===== src/rtl/gcd_client_pkg.sv =====
// Shared field layout for the GCD client command and request messages.
// Storage widths grow when GCD_CLIENT_ERR_CAPTURE_EN is defined.
package gcd_client_pkg;

    localparam int OPND_W      = 16;
    localparam int CMD_W       = 48;
    localparam int REQ_W       = 32;

    localparam int CMD_A_LSB   = 32;
    localparam int CMD_B_LSB   = 16;
    localparam int CMD_EXP_LSB = 0;

    localparam int REQ_A_LSB   = 16;
    localparam int REQ_B_LSB   = 0;

`ifdef GCD_CLIENT_ERR_CAPTURE_EN
    // The expected queue keeps the whole command so operands can be reported.
    localparam int EXP_W = CMD_W;
`else
    localparam int EXP_W = OPND_W;
`endif

    function automatic logic [REQ_W-1:0] cmd_req_part(input logic [CMD_W-1:0] cmd);
        return cmd[CMD_B_LSB +: REQ_W];
    endfunction

    function automatic logic [OPND_W-1:0] cmd_expected(input logic [CMD_W-1:0] cmd);
        return cmd[CMD_EXP_LSB +: OPND_W];
    endfunction

    function automatic logic [OPND_W-1:0] req_a(input logic [REQ_W-1:0] req);
        return req[REQ_A_LSB +: OPND_W];
    endfunction

    function automatic logic [OPND_W-1:0] req_b(input logic [REQ_W-1:0] req);
        return req[REQ_B_LSB +: OPND_W];
    endfunction

endpackage


===== src/rtl/gcd_client_fifo.sv =====
// Synchronous FIFO for the request and expected-result queues.
// Push is ignored when full, pop is ignored when empty; push and pop may coincide.
module gcd_client_fifo #(
    parameter int WIDTH = 16,
    parameter int DEPTH = 4
) (
    input  logic             clk,
    input  logic             reset,
    input  logic             push,
    input  logic [WIDTH-1:0] wdata,
    input  logic             pop,
    output logic [WIDTH-1:0] rdata,
    output logic             full,
    output logic             empty
);
    localparam int AW = $clog2(DEPTH);
    localparam logic [AW:0] PTR_INC = {{AW{1'b0}}, 1'b1};

    logic [AW:0]      wr_ptr_r;
    logic [AW:0]      rd_ptr_r;
    logic [WIDTH-1:0] mem_r [DEPTH];
    logic             push_ok_s;
    logic             pop_ok_s;

    // Extra pointer bit distinguishes full from empty when the indices match.
    assign full      = (wr_ptr_r[AW] != rd_ptr_r[AW]) && (wr_ptr_r[AW-1:0] == rd_ptr_r[AW-1:0]);
    assign empty     = (wr_ptr_r == rd_ptr_r);
    assign push_ok_s = push && !full;
    assign pop_ok_s  = pop && !empty;
    assign rdata     = mem_r[rd_ptr_r[AW-1:0]];

    // Read and write pointer registers.
    always_ff @(posedge clk) begin
        if (reset) begin
            wr_ptr_r <= {(AW+1){1'b0}};
            rd_ptr_r <= {(AW+1){1'b0}};
        end else begin
            if (push_ok_s) begin
                wr_ptr_r <= wr_ptr_r + PTR_INC;
            end
            if (pop_ok_s) begin
                rd_ptr_r <= rd_ptr_r + PTR_INC;
            end
        end
    end

    // Entry storage.
    always_ff @(posedge clk) begin
        if (push_ok_s) begin
            mem_r[wr_ptr_r[AW-1:0]] <= wdata;
        end
    end

endmodule


===== src/rtl/gcd_client.sv =====
// GCD test client: queues commands, issues GCD requests and checks results in order.
// Optional first-mismatch capture ports are enabled by GCD_CLIENT_ERR_CAPTURE_EN.
module gcd_client
    import gcd_client_pkg::*;
#(
    parameter int DEPTH     = 4,
    parameter int CNT_NBITS = 16
) (
    input  logic                 clk,
    input  logic                 reset,
    input  logic                 cmd_val,
    output logic                 cmd_rdy,
    input  logic [CMD_W-1:0]     cmd_msg,
    output logic                 req_val,
    input  logic                 req_rdy,
    output logic [REQ_W-1:0]     req_msg,
    input  logic                 resp_val,
    output logic                 resp_rdy,
    input  logic [OPND_W-1:0]    resp_msg,
    output logic [CNT_NBITS-1:0] num_resp,
    output logic [CNT_NBITS-1:0] num_err,
    output logic                 idle
`ifdef GCD_CLIENT_ERR_CAPTURE_EN
    ,
    output logic                 err_valid,
    output logic [OPND_W-1:0]    err_a,
    output logic [OPND_W-1:0]    err_b,
    output logic [OPND_W-1:0]    err_got,
    output logic [OPND_W-1:0]    err_exp
`endif
);
    localparam int IW = $clog2(DEPTH + 1);
    localparam logic [IW-1:0]        ISS_ONE  = {{(IW-1){1'b0}}, 1'b1};
    localparam logic [IW-1:0]        ISS_ZERO = {IW{1'b0}};
    localparam logic [CNT_NBITS-1:0] CNT_ONE  = {{(CNT_NBITS-1){1'b0}}, 1'b1};
    localparam logic [CNT_NBITS-1:0] CNT_MAX  = {CNT_NBITS{1'b1}};

    logic                 cmd_go_s;
    logic                 req_go_s;
    logic                 resp_go_s;
    logic                 req_full_s;
    logic                 req_empty_s;
    logic                 exp_full_s;
    logic                 exp_empty_s;
    logic [REQ_W-1:0]     req_head_s;
    logic [EXP_W-1:0]     exp_wdata_s;
    logic [EXP_W-1:0]     exp_head_s;
    logic                 mismatch_s;
    logic [IW-1:0]        issued_r;
    logic [IW-1:0]        issued_nxt_s;
    logic [CNT_NBITS-1:0] num_resp_r;
    logic [CNT_NBITS-1:0] num_resp_nxt_s;
    logic [CNT_NBITS-1:0] num_err_r;
    logic [CNT_NBITS-1:0] num_err_nxt_s;

    // Handshake flags come only from queue state, never from the partner's val/rdy.
    assign cmd_rdy   = !req_full_s && !exp_full_s;
    assign req_val   = !req_empty_s;
    assign req_msg   = req_head_s;
    assign resp_rdy  = (issued_r != ISS_ZERO);
    assign idle      = req_empty_s && exp_empty_s;

    assign cmd_go_s  = cmd_val && cmd_rdy;
    assign req_go_s  = req_val && req_rdy;
    assign resp_go_s = resp_val && resp_rdy;

    assign mismatch_s = (resp_msg != exp_head_s[CMD_EXP_LSB +: OPND_W]);

`ifdef GCD_CLIENT_ERR_CAPTURE_EN
    assign exp_wdata_s = cmd_msg;
`else
    assign exp_wdata_s = cmd_expected(cmd_msg);
`endif

    gcd_client_fifo #(
        .WIDTH (REQ_W),
        .DEPTH (DEPTH)
    ) u_req_fifo (
        .clk   (clk),
        .reset (reset),
        .push  (cmd_go_s),
        .wdata (cmd_req_part(cmd_msg)),
        .pop   (req_go_s),
        .rdata (req_head_s),
        .full  (req_full_s),
        .empty (req_empty_s)
    );

    gcd_client_fifo #(
        .WIDTH (EXP_W),
        .DEPTH (DEPTH)
    ) u_exp_fifo (
        .clk   (clk),
        .reset (reset),
        .push  (cmd_go_s),
        .wdata (exp_wdata_s),
        .pop   (resp_go_s),
        .rdata (exp_head_s),
        .full  (exp_full_s),
        .empty (exp_empty_s)
    );

    // Next values for the issued count and the status counters.
    always_comb begin
        issued_nxt_s   = issued_r;
        num_resp_nxt_s = num_resp_r;
        num_err_nxt_s  = num_err_r;
        case ({req_go_s, resp_go_s})
            2'b10:   issued_nxt_s = issued_r + ISS_ONE;
            2'b01:   issued_nxt_s = issued_r - ISS_ONE;
            default: issued_nxt_s = issued_r;
        endcase
        if (resp_go_s) begin
            num_resp_nxt_s = num_resp_r + CNT_ONE;
            // The error count sticks at all-ones rather than wrapping.
            if (mismatch_s && (num_err_r != CNT_MAX)) begin
                num_err_nxt_s = num_err_r + CNT_ONE;
            end else begin
                num_err_nxt_s = num_err_r;
            end
        end else begin
            num_resp_nxt_s = num_resp_r;
            num_err_nxt_s  = num_err_r;
        end
    end

    // Issued-count and status counter registers.
    always_ff @(posedge clk) begin
        if (reset) begin
            issued_r   <= ISS_ZERO;
            num_resp_r <= {CNT_NBITS{1'b0}};
            num_err_r  <= {CNT_NBITS{1'b0}};
        end else begin
            issued_r   <= issued_nxt_s;
            num_resp_r <= num_resp_nxt_s;
            num_err_r  <= num_err_nxt_s;
        end
    end

    assign num_resp = num_resp_r;
    assign num_err  = num_err_r;

`ifdef GCD_CLIENT_ERR_CAPTURE_EN
    logic              err_valid_r;
    logic [OPND_W-1:0] err_a_r;
    logic [OPND_W-1:0] err_b_r;
    logic [OPND_W-1:0] err_got_r;
    logic [OPND_W-1:0] err_exp_r;

    // Capture the first mismatch after reset and hold it.
    always_ff @(posedge clk) begin
        if (reset) begin
            err_valid_r <= 1'b0;
            err_a_r     <= {OPND_W{1'b0}};
            err_b_r     <= {OPND_W{1'b0}};
            err_got_r   <= {OPND_W{1'b0}};
            err_exp_r   <= {OPND_W{1'b0}};
        end else if (resp_go_s && mismatch_s && !err_valid_r) begin
            err_valid_r <= 1'b1;
            err_a_r     <= req_a(cmd_req_part(exp_head_s));
            err_b_r     <= req_b(cmd_req_part(exp_head_s));
            err_got_r   <= resp_msg;
            err_exp_r   <= cmd_expected(exp_head_s);
        end else begin
            err_valid_r <= err_valid_r;
        end
    end

    assign err_valid = err_valid_r;
    assign err_a     = err_a_r;
    assign err_b     = err_b_r;
    assign err_got   = err_got_r;
    assign err_exp   = err_exp_r;
`endif

endmodule


===== config.mk =====
export PLATFORM = sky130hd
export DESIGN_NAME = gcd_client
export DESIGN_NICKNAME = d
export VERILOG_FILES = /design/src/rtl/gcd_client_pkg.sv /design/src/rtl/gcd_client_fifo.sv /design/src/rtl/gcd_client.sv
export SDC_FILE = /design/constraint.sdc
export NUM_CORES = 1
export LEC_CHECK = 0
export CAP_MARGIN = 20
export CORE_UTILIZATION = 55
export DETAILED_ROUTE_END_ITERATION = 8
export DONT_BUFFER_PORTS = 1
export HOLD_SLACK_MARGIN = 0.08
export MAX_ROUTING_LAYER = met4
export PLACE_DENSITY = 0.73
export SETUP_SLACK_MARGIN = 0.02
export SLEW_MARGIN = 10
export SYNTH_ARGS = -nofsm -noshare
export SYNTH_HDL_FRONTEND = slang
export SYNTH_SLANG_ARGS = --single-unit

===== constraint.sdc =====
create_clock -name clk -period 2.65 [get_ports clk]
set_clock_uncertainty 0.2 [all_clocks]
set_input_delay 0.795 -clock clk [delete_from_list [all_inputs] [get_ports clk]]
set_output_delay 0.795 -clock clk [all_outputs]
set_load 0.02 [all_outputs]

* Yosys cells after proc, flatten, opt, wreduce, memory -nomap -nowiden
Memories as Yosys holds them, arrays and structs flattened. A register that Yosys moved wholly into a read port is not among the register bits.
Cells that the tools add are included.
** Cells by class
- Add/sub/neg operators :: 8
- $mul :: 0
- Divide/modulo/power cells :: 0
- Magnitude comparators :: 0
- Equal/unequal tests :: 10
- Shift operators :: 0
- Mux-type cells :: 9
- Bitwise operators :: 0
- Reductions and logical operators :: 19
** Operators with widths (count)
- 16-bit by 1-bit adder with 16-bit output (second input constant) :: 2
- 16-bit inequality test :: 1
- 16-bit inequality test (second input constant) :: 1
- 3-bit by 1-bit adder with 3-bit output (second input constant) :: 5
- 1-bit logical AND :: 12
- 2-bit two-way mux :: 4
- 3-bit == test :: 2
- 3-bit case mux with 2 select lines :: 1
- 2-bit == test :: 2
- 1-bit zero test :: 4
- 1-bit two-way mux :: 4
- 3-bit nonzero test :: 1
- 3-bit by 1-bit subtractor with 3-bit output (second input constant) :: 1
- 2-bit by 1-bit == test with 1-bit output (second input constant) :: 1
- 2-bit == test (second input constant) :: 1
- 1-bit inequality test :: 2
- 2-bit AND reduction :: 1
- 2-bit nonzero test :: 1
** Storage, ports and cells
- Register bits :: 47
- Latch bits :: 0
- Memory bits (writable) :: 192
- ROM bits :: 0
- Input port bits :: 69
- Output and inout bits :: 68
- Word-level logic and storage cells :: 55
- Memories :: 2
** Memories
- u_req_fifo.mem_r :: words 4, width 32, read ports 1, clocked after Yosys merged registers in 1, wr ports 1, RTL line gcd_client_fifo.sv:21 : logic [WIDTH-1:0] mem_r [DEPTH];
- u_exp_fifo.mem_r :: words 4, width 16, read ports 1, clocked after Yosys merged registers in 1, wr ports 1, RTL line gcd_client_fifo.sv:21

* Depth between registers and ports, before layout
Gate-level depths: netlist of run 1.
- Depth after elaboration :: 8
- Mapped depth :: 10
- Gate-level depth less buffers :: 10

* By module
Synthesis of run 1 repeated with hierarchy kept, for this count alone.
** Second synthesis, totals
- Cells, all modules :: 610
- Area, all modules :: 10088.4 µm²
** Modules (own cells, without submodules)
- gcd_client_fifo at u_req_fifo :: instances 1, cells each 235, area each 5177.5 µm², seq. area each 4003.8 µm²
- gcd_client_fifo at u_exp_fifo :: instances 1, cells each 152, area each 2885.3 µm², seq. area each 2082.0 µm²
- gcd_client :: instances 1, cells each 223, area each 2025.7 µm², seq. area each 700.7 µm²

* Least setup slack after synthesis of run 1
Ideal clock, no wire load.
- Path kind :: input-to-reg
- Start point :: input cmd_val
- End point :: memory u_req_fifo.mem_r[1][0] in the netlist's numbering (enable)
- Setup time :: 392 ps
- Data arrival time :: 2227 ps
- Data required time :: 2058 ps
- Slack :: -169 ps
- Stages on the path :: 4
- Buffers on the path :: 1
- Cells stage by stage :: inv_1 -> a211oi_1 -> clkbuf_1 -> and2_1
** Between the ends
- Longest elaborated chain between the ends :: 4
** Ends and longest elaborated chain
- start, declared :: RTL line gcd_client.sv:11 : input logic cmd_val,
- 1-bit logical AND :: RTL line gcd_client.sv:63 : assign cmd_go_s = cmd_val && cmd_rdy;
- 1-bit logical AND :: RTL line gcd_client_fifo.sv:28 : assign push_ok_s = push && !full;
- 1-bit two-way mux :: RTL line gcd_client_fifo.sv:49 : if (push_ok_s) begin
- 1-bit two-way mux (implied by the code) :: RTL line gcd_client_fifo.sv:50 : mem_r[wr_ptr_r[AW-1:0]] <= wdata;
- end, declared :: RTL line gcd_client_fifo.sv:21
Every way passes these cells.

==> results of run 1 <==
-- layout make-up --
cell class,count,area share (%)
Clock inverter,13,1.413
Clock buffer,30,5.728
Timing Repair Buffer,37,4.927
Sequential cell,243,60.43
Multi-Input combinational cell,282,24.64
Tap cell,225,2.503
Inverter,11,0.3670
-- power by group through the flow --
stage | registers [uW] | clock network [uW] | logic (uW)
4_1_cts | 4470 | 3500 | 1610
2_1_floorplan | 4520 | 0 | 1160
3_3_place_gp | 4540 | 0 | 1420
5_1_grt | 4490 | 3660 | 1760
6_report | 4470 | 3420 | 1650
3_5_place_dp | 4550 | 0 | 1460
-- routing by layer --
| metal | vias to the layer above | global-route usage, % |
|---|---|---|
| li1 | 2234 | - |
| met2 | 135 | 37.02 |
| met5 | - | - |
| met3 | 29 | 6.269 |
| met4 | 0 | 5.119 |
| met1 | 2480 | 21.32 |
-- what timing repair did --
action                                  in CTS  in global routing
setup buffers                                7                  1
endpoints found under the setup margin      38                 49
pin swaps                                    3                  4
resized for setup                           16                 14
gates cloned                                 3                  2
-- placed cells by master (no fill, tap or decap), types with 3 or more instances in the layout --
cell / n
clkbuf_16: 27
clkbuf_1: 5
and4_1: 3
ha_1: 12
or3_1: 9
xnor2_1: 22
nor3_1: 3
buf_12: 12
nor2_1: 43
mux4_2: 48
bufinv_16: 4
and2_2: 4
nor2b_1: 7
or4_1: 3
xor2_1: 18
mux2_4: 7
and3_1: 3
o21ai_1: 6
nand2_1: 19
edfxtp_1: 192
inv_1: 9
a21oi_1: 15
nand4_1: 12
dfxtp_1: 46
dfxtp_2: 3
buf_6: 3
and2_1: 6
o31ai_1: 4
buf_4: 15
mux2i_1: 4
nand3_1: 9
clkinv_1: 7
xnor2_2: 3
-- synthesized netlist by cell type (all sizes together) (10+ instances only) --
master  count
edfxtp    192
dfxtp      51
mux4       48
nor2       44
xnor2      25
nand2      19
xor2       19
a21oi      16
buf        14
ha         13
nand4      13
inv        11
and2       10
-- sequential cells by signal (all words and copies together), names as in the netlist, named ones only --
register / count
u_req_fifo.mem_r: 128
u_exp_fifo.mem_r: 64
num_err: 16
num_resp: 16
issued_r: 3
u_exp_fifo.rd_ptr_r: 3
u_exp_fifo.wr_ptr_r: 3
u_req_fifo.rd_ptr_r: 3
u_req_fifo.wr_ptr_r: 3
-- per-stage QoR --
step | setup WS [ns] | std cells | utilization (%)
after CTS | -0.1329 | 839 | 64.62
after detailed placement | -0.1056 | 786 | 58.81
after floorplan | 0.07075 | 557 | -
after global placement | -0.02620 | 786 | 58.81
final | -0.09347 | 841 | 65.27
after global routing | -0.1515 | 841 | 65.27
-- logic make-up after synthesis --
kind of cell / Yosys count / share of synthesized area (%)
flops: 243 / 70.25
simple gates: 134 / 7.486
mux: 59 / 12.77
xor+xnor: 44 / 4.067
buf+inv: 32 / 1.710
compound gates: 31 / 1.826
fa+ha+maj: 14 / 1.891
-- how the worst max path moves through the flow --
stage                    from          end  cells after the start
global placement    flip-flop   num_err[5]                      8
detailed placement  flip-flop   num_err[2]                      8
CTS                 flip-flop   req_msg[4]                      3
global route        flip-flop  num_err[11]                      9
finish              flip-flop  num_err[11]                      9
floorplan           flip-flop   num_err[0]                      9
==> impl_metrics.csv, run 1 <==
group,metric,value,unit
outcome,outcome,"complete, but fails checks",
outcome,violations,"negative setup slack",
sta,setup_viol,39,
cts,numCtsBuffers,25,
sta,max_freq,0.3645,GHz
yosys,synthTopCellsByArea,"edfxtp_1, mux4_2, dfxtp_1",
critical_path,cp_data_required_time,2.89,ns
floorplan,die_area,18100,um2
yosys,ys.flop_type,"edfxtp_1",
sta,slew_viol_final,0,
cts,worst_skew_pair.late_latency,0.50,ns
cts,clkTransAtPathRegs,0.06,ns
yosys,ys_seq_elements,243,
floorplan,start_util,56.05,%
critical_path,start_kind,"flip-flop",
run,cap_violations,0,
drt,met3_length,1332,um
final_layout,nFillCells,1164,
sta,fin_crit,2.743,ns
final_layout,seq_area,6798,um2
pwr,vdd_drop_max,0.9018,mV
drt,wl,17910,um
yosys,yosysWarnings,0,
critical_path,crit_path_end_kind,"flip-flop",
drt,top_layer_used,"met4",
critical_path,r2r-end,"num_err[11]",
hold_path,hold_path.class,"input port to flip-flop",
placed_design,dpl.hpwl,11140,um
critical_path,slowest_stage,"mux4_2",
sta,setup_slack,-0.09347,ns
critical_path,arrival,2.98,ns
final_layout,post_route_cells_drive_above_1_share,24.35,%
sta,fin_crit_sh,103.5,%
sta,slew_headroom,68.88,%
drt,drc,0,
cts,root_buffer,"clkbuf_16",
pwr,p_switching,2310,uW
pwr,combPwrFrac,17.3,%
drt,wl_met1,6773,um
critical_path,cpLargestDelayFamily,"simple AND/OR/NAND/NOR gates",
floorplan,ioPinCount,137,
floorplan,die_w,134.5,um
drt,wl_met2,9514,um
drt,avgRoutedWirePerCell,21.29,um
yosys,synthCells,557,
yosys,async_flop_share,0,%
cts,htreeDepth,1,
sta,hold_violations,0,
grt,grt_overflow,0,
floorplan,fp.dieH,134.5,um
cts,cts.sinks,243,
critical_path,reg2reg_depth,9,
critical_path,crit_path_cell_trace,"buf_8, mux4_2, xnor2_2, nand4_1, nor4_4, buf_6, bufbuf_16, or4_4, a21oi_2",
drt,viasPerCell,5.800,
pwr,power_density,848.7,nW/um2
placed_design,place_congestion,0.8296,
hold_path,hp-start,"reset",
sta,rsz0062_at_grt,"yes",
pwr,internal-power,7238,uW
grt,antenna_found_initial,0,
final_layout,antenna_cells,0,
pwr,pwr-share-seq,46.9,%
hold_path,hold_path_depth,1,
floorplan,core-area,17240,um2
grt,grt_pass1_wl,27210,um
yosys,avgSynthCellArea,17.34,um2
sta,setup_tns,-2.090,ns
yosys,yosysSeqAreaShare,70.25,%
final_layout,fin_area,11250,um2
pwr,total_power,9548,uW
final_layout,multi_input_area,2771,um2
sta,holdWs,0.1611,ns
grt,grt_max_degree,58,
critical_path,cp_max_fo,11,
floorplan,rows,48,
drt,first_pass_iters,4,
placed_design,dpl_cell_area,10140,um2
yosys,synth_nets,640,
yosys,synth_top_area_cell,"edfxtp_1",
yosys,yosysTopAreaCellShare,59.68,%
critical_path,path_buf_inv,3,
hold_path,worstHoldEndpoint,"num_err[15]",
sta,worst_slew_pin_slew,0.4669,ns
cts,cts_tree,"done",
cts,cts_buffer_depth,3,
pwr,switching_share,24.19,%
cts,postCtsHoldBufs,0,
yosys,synth-edff-count,192,
drt,final_antenna_net_count,0,
pwr,clkPwrFrac,35.8,%
yosys,synthesis.area,9661,um2
final_layout,area_growth,16.45,%
yosys,synth_cell_types,45,
drt,vias,4878,
critical_path,r2r_slack,-0.09,ns
grt,grt_pass1_vias,5127,
drt,drt_iter0_drc,247,
grt,grt_usage,20.32,%
placed_design,port_buffers,0,
final_layout,fin_nets,683,
critical_path,slowest_delay,0.52,ns
critical_path,crit_type,"flip-flop to flip-flop",
pwr,p_leak,0.003690,uW
Power figures use the tool's default switching activity.
==> run 2, diff against run 1 <==
Settings changed: CORE_UTILIZATION 55 to 40, PLACE_DENSITY 0.73 to default, SKIP_LAST_GASP from default to 1.
Clock period 2.65 ns to 2.5 ns, I/O delays scaled along.
==> run 2 against run 1 <==
  * The run still ends with negative setup slack left
  * Power increased by 7.1%
  * Global-route usage decreased by 4.7 points
  * Cell area increased by 2.7%
  * Die area increased by 37%
  * Non-clock buffer count increased by 15
  * First-iteration DRC count decreased by 28%
  * Worst setup slack got worse by 0.11 ns
  * Via count increased by 0.84%
  * Core utilization decreased by 16 points
  * Count of clock-buffer cells in the layout unchanged
  * Clock power increased by 9.1%
  * Largest cell class unchanged
  * Largest power group unchanged
==> impl_metrics.csv, run 2 (synthesized netlist as in run 1, its figures left out) <==
group,metric,value,unit
floorplan,start_util,40.91,%
cts,cts_buffer_depth,3,
critical_path,arrival,1.75,ns
floorplan,rows,56,
outcome,violations,"negative setup slack",
final_layout,fin_nets,699,
floorplan,die_area,24780,um2
grt,grtUsageMet2,26.51,%
final_layout,multi_input_area,2816,um2
pwr,p_leak,0.003771,uW
grt,grt_overflow,0,
drt,drt_iter0_drc,179,
run,cap_violations,0,
grt,grt_use_met1,17.58,%
cts,root_buffer,"clkbuf_16",
final_layout,fin_area,11550,um2
sta,rsz0062_at_grt,"yes",
sta,slew_viol_final,0,
pwr,pwr-share-seq,46.2,%
final_layout,largest_reg_flops,128,
floorplan,die_w,157.4,um
placed_design,dpl.hpwl,11420,um
floorplan,core-area,23610,um2
final_layout,fin_util,48.92,%
floorplan,fp.dieH,157.4,um
cts,clkTransAtPathRegs,0.06,ns
pwr,internal-power,7694,uW
critical_path,cp_max_fo,16,
cts,htreeDepth,1,
cts,cts.sinks,243,
sta,holdWs,0.1104,ns
drt,wl,18240,um
placed_design,place_congestion,0.7979,
sta,fin_crit,2.703,ns
drt,viasPerCell,5.156,
grt,met3_usage,5.396,%
grt,grt_usage,15.59,%
drt,first_pass_iters,4,
sta,slew_headroom,65.17,%
pwr,switching_share,24.76,%
placed_design,post-place-ws,-0.1444,ns
critical_path,crit_type,"flip-flop to output pin",
final_layout,final_common_cell,"edfxtp_1",
hold_path,hold_path.class,"input port to flip-flop",
sta,setup_slack,-0.2030,ns
grt,top_usage_layer,"met2",
outcome,outcome,"complete, but fails checks",
placed_design,dpl_cell_area,10430,um2
drt,vias,4919,
drt,final_antenna_net_count,0,
critical_path,r2r_slack,-0.12,ns
placed_design,port_buffers,0,
cts,worst_skew_pair.late_latency,0.52,ns
sta,setup_viol,43,
floorplan,ioPinCount,137,
final_layout,nFillCells,1983,
critical_path,cp_data_required_time,1.55,ns
hold_path,hp-start,"reset",
grt,grt_pass1_wl,28590,um
cts,cts_tree,"done",
sta,hold_violations,0,
pwr,vdd_drop_max,0.6780,mV
final_layout,area_growth,19.58,%
final_layout,antenna_cells,0,
pwr,power_density,885.1,nW/um2
pwr,combPwrFrac,17.3,%
pwr,total_power,10230,uW
sta,fin_crit_sh,108.1,%
grt,antenna_found_initial,0,
critical_path,crit_path_end_kind,"output pin",
drt,drc,0,
cts,numCtsBuffers,26,
drt,avgRoutedWirePerCell,19.12,um
critical_path,start_kind,"flip-flop",
pwr,p_switching,2532,uW
final_layout,seq_area,6812,um2
final_layout,layout_common_cells,"edfxtp_1, mux4_2, nor2_1, dfxtp_1",
final_layout,post_route_cells_drive_above_1_share,27.56,%
grt,grt_max_degree,34,
pwr,clkPwrFrac,36.5,%
grt,grt_pass1_vias,5279,
sta,worst_slew_pin_slew,0.5176,ns
sta,max_freq,0.3700,GHz
==> run 2: changes by cell type in the layout (fill, tap and decap cells not counted), sizes merged <==
cell | previous run | this run
buf | 34 | 45
clkinvlp | 1 | 3
bufbuf | 1 | 0
bufinv | 4 | 3
clkbuf | 32 | 31
dlygate4sd3 | 0 | 6
clkinv | 8 | 11
==> run 2: stage by stage <==
step / instances / TNS (ns)
floorplan: 557 / -0.4723
global placement: 894 / -0.9698
detailed placement: 894 / -1.246
CTS: 949 / -8.608
global route: 954 / -10.69
finish: 954 / -6.537
==> run 2: metal layers <==
layer  wire, um  vias to the layer above
met1       7066                     2485
met4        310                        0
met3       1656                       26
li1           -                     2268
met5          0                        -
met2       9206                      140
==> run 2: worst paths after layout <==
path / end / cells past startpoint
max: req_msg[4] / 2
min: num_resp[6] / 1
max reg2reg: num_err[5] / 8
min reg2reg: issued_r[2] / 2
==> run 2: power by group through the flow <==
stage          sequential, uW  clock [uW]  combinational [uW]
2_1_floorplan            4790           0                1230
3_3_place_gp             4770           0                1610
3_5_place_dp             4780           0                1650
4_1_cts                  4720        3850                1730
5_1_grt                  4750        4000                1910
6_report                 4720        3730                1770
==> run 2: critical path: stages, from the launching register on <==
cell and delay [ns]:
dfxtp_4 0.42, buf_16 0.20, mux4_2 0.61
==> run 2: what timing repair did <==
action | CTS | global route
pin swaps | 4 | 10
setup endpoints to repair | 48 | 52
resized for setup | 15 | 17
hold buffers | 5 | 1
buffers inserted | 2 | 2
cloned | 1 | 1
endpoints found under the hold margin | 26 | 1
==> run 2: layout make-up <==
cell class,instances,area share (%)
tap,319,3.455
sequential,243,58.96
multi-input combinational,282,24.38
clock inverter,17,1.376
inverter,11,0.3574
timing repair buffer,52,5.524
clock buffer,30,5.946
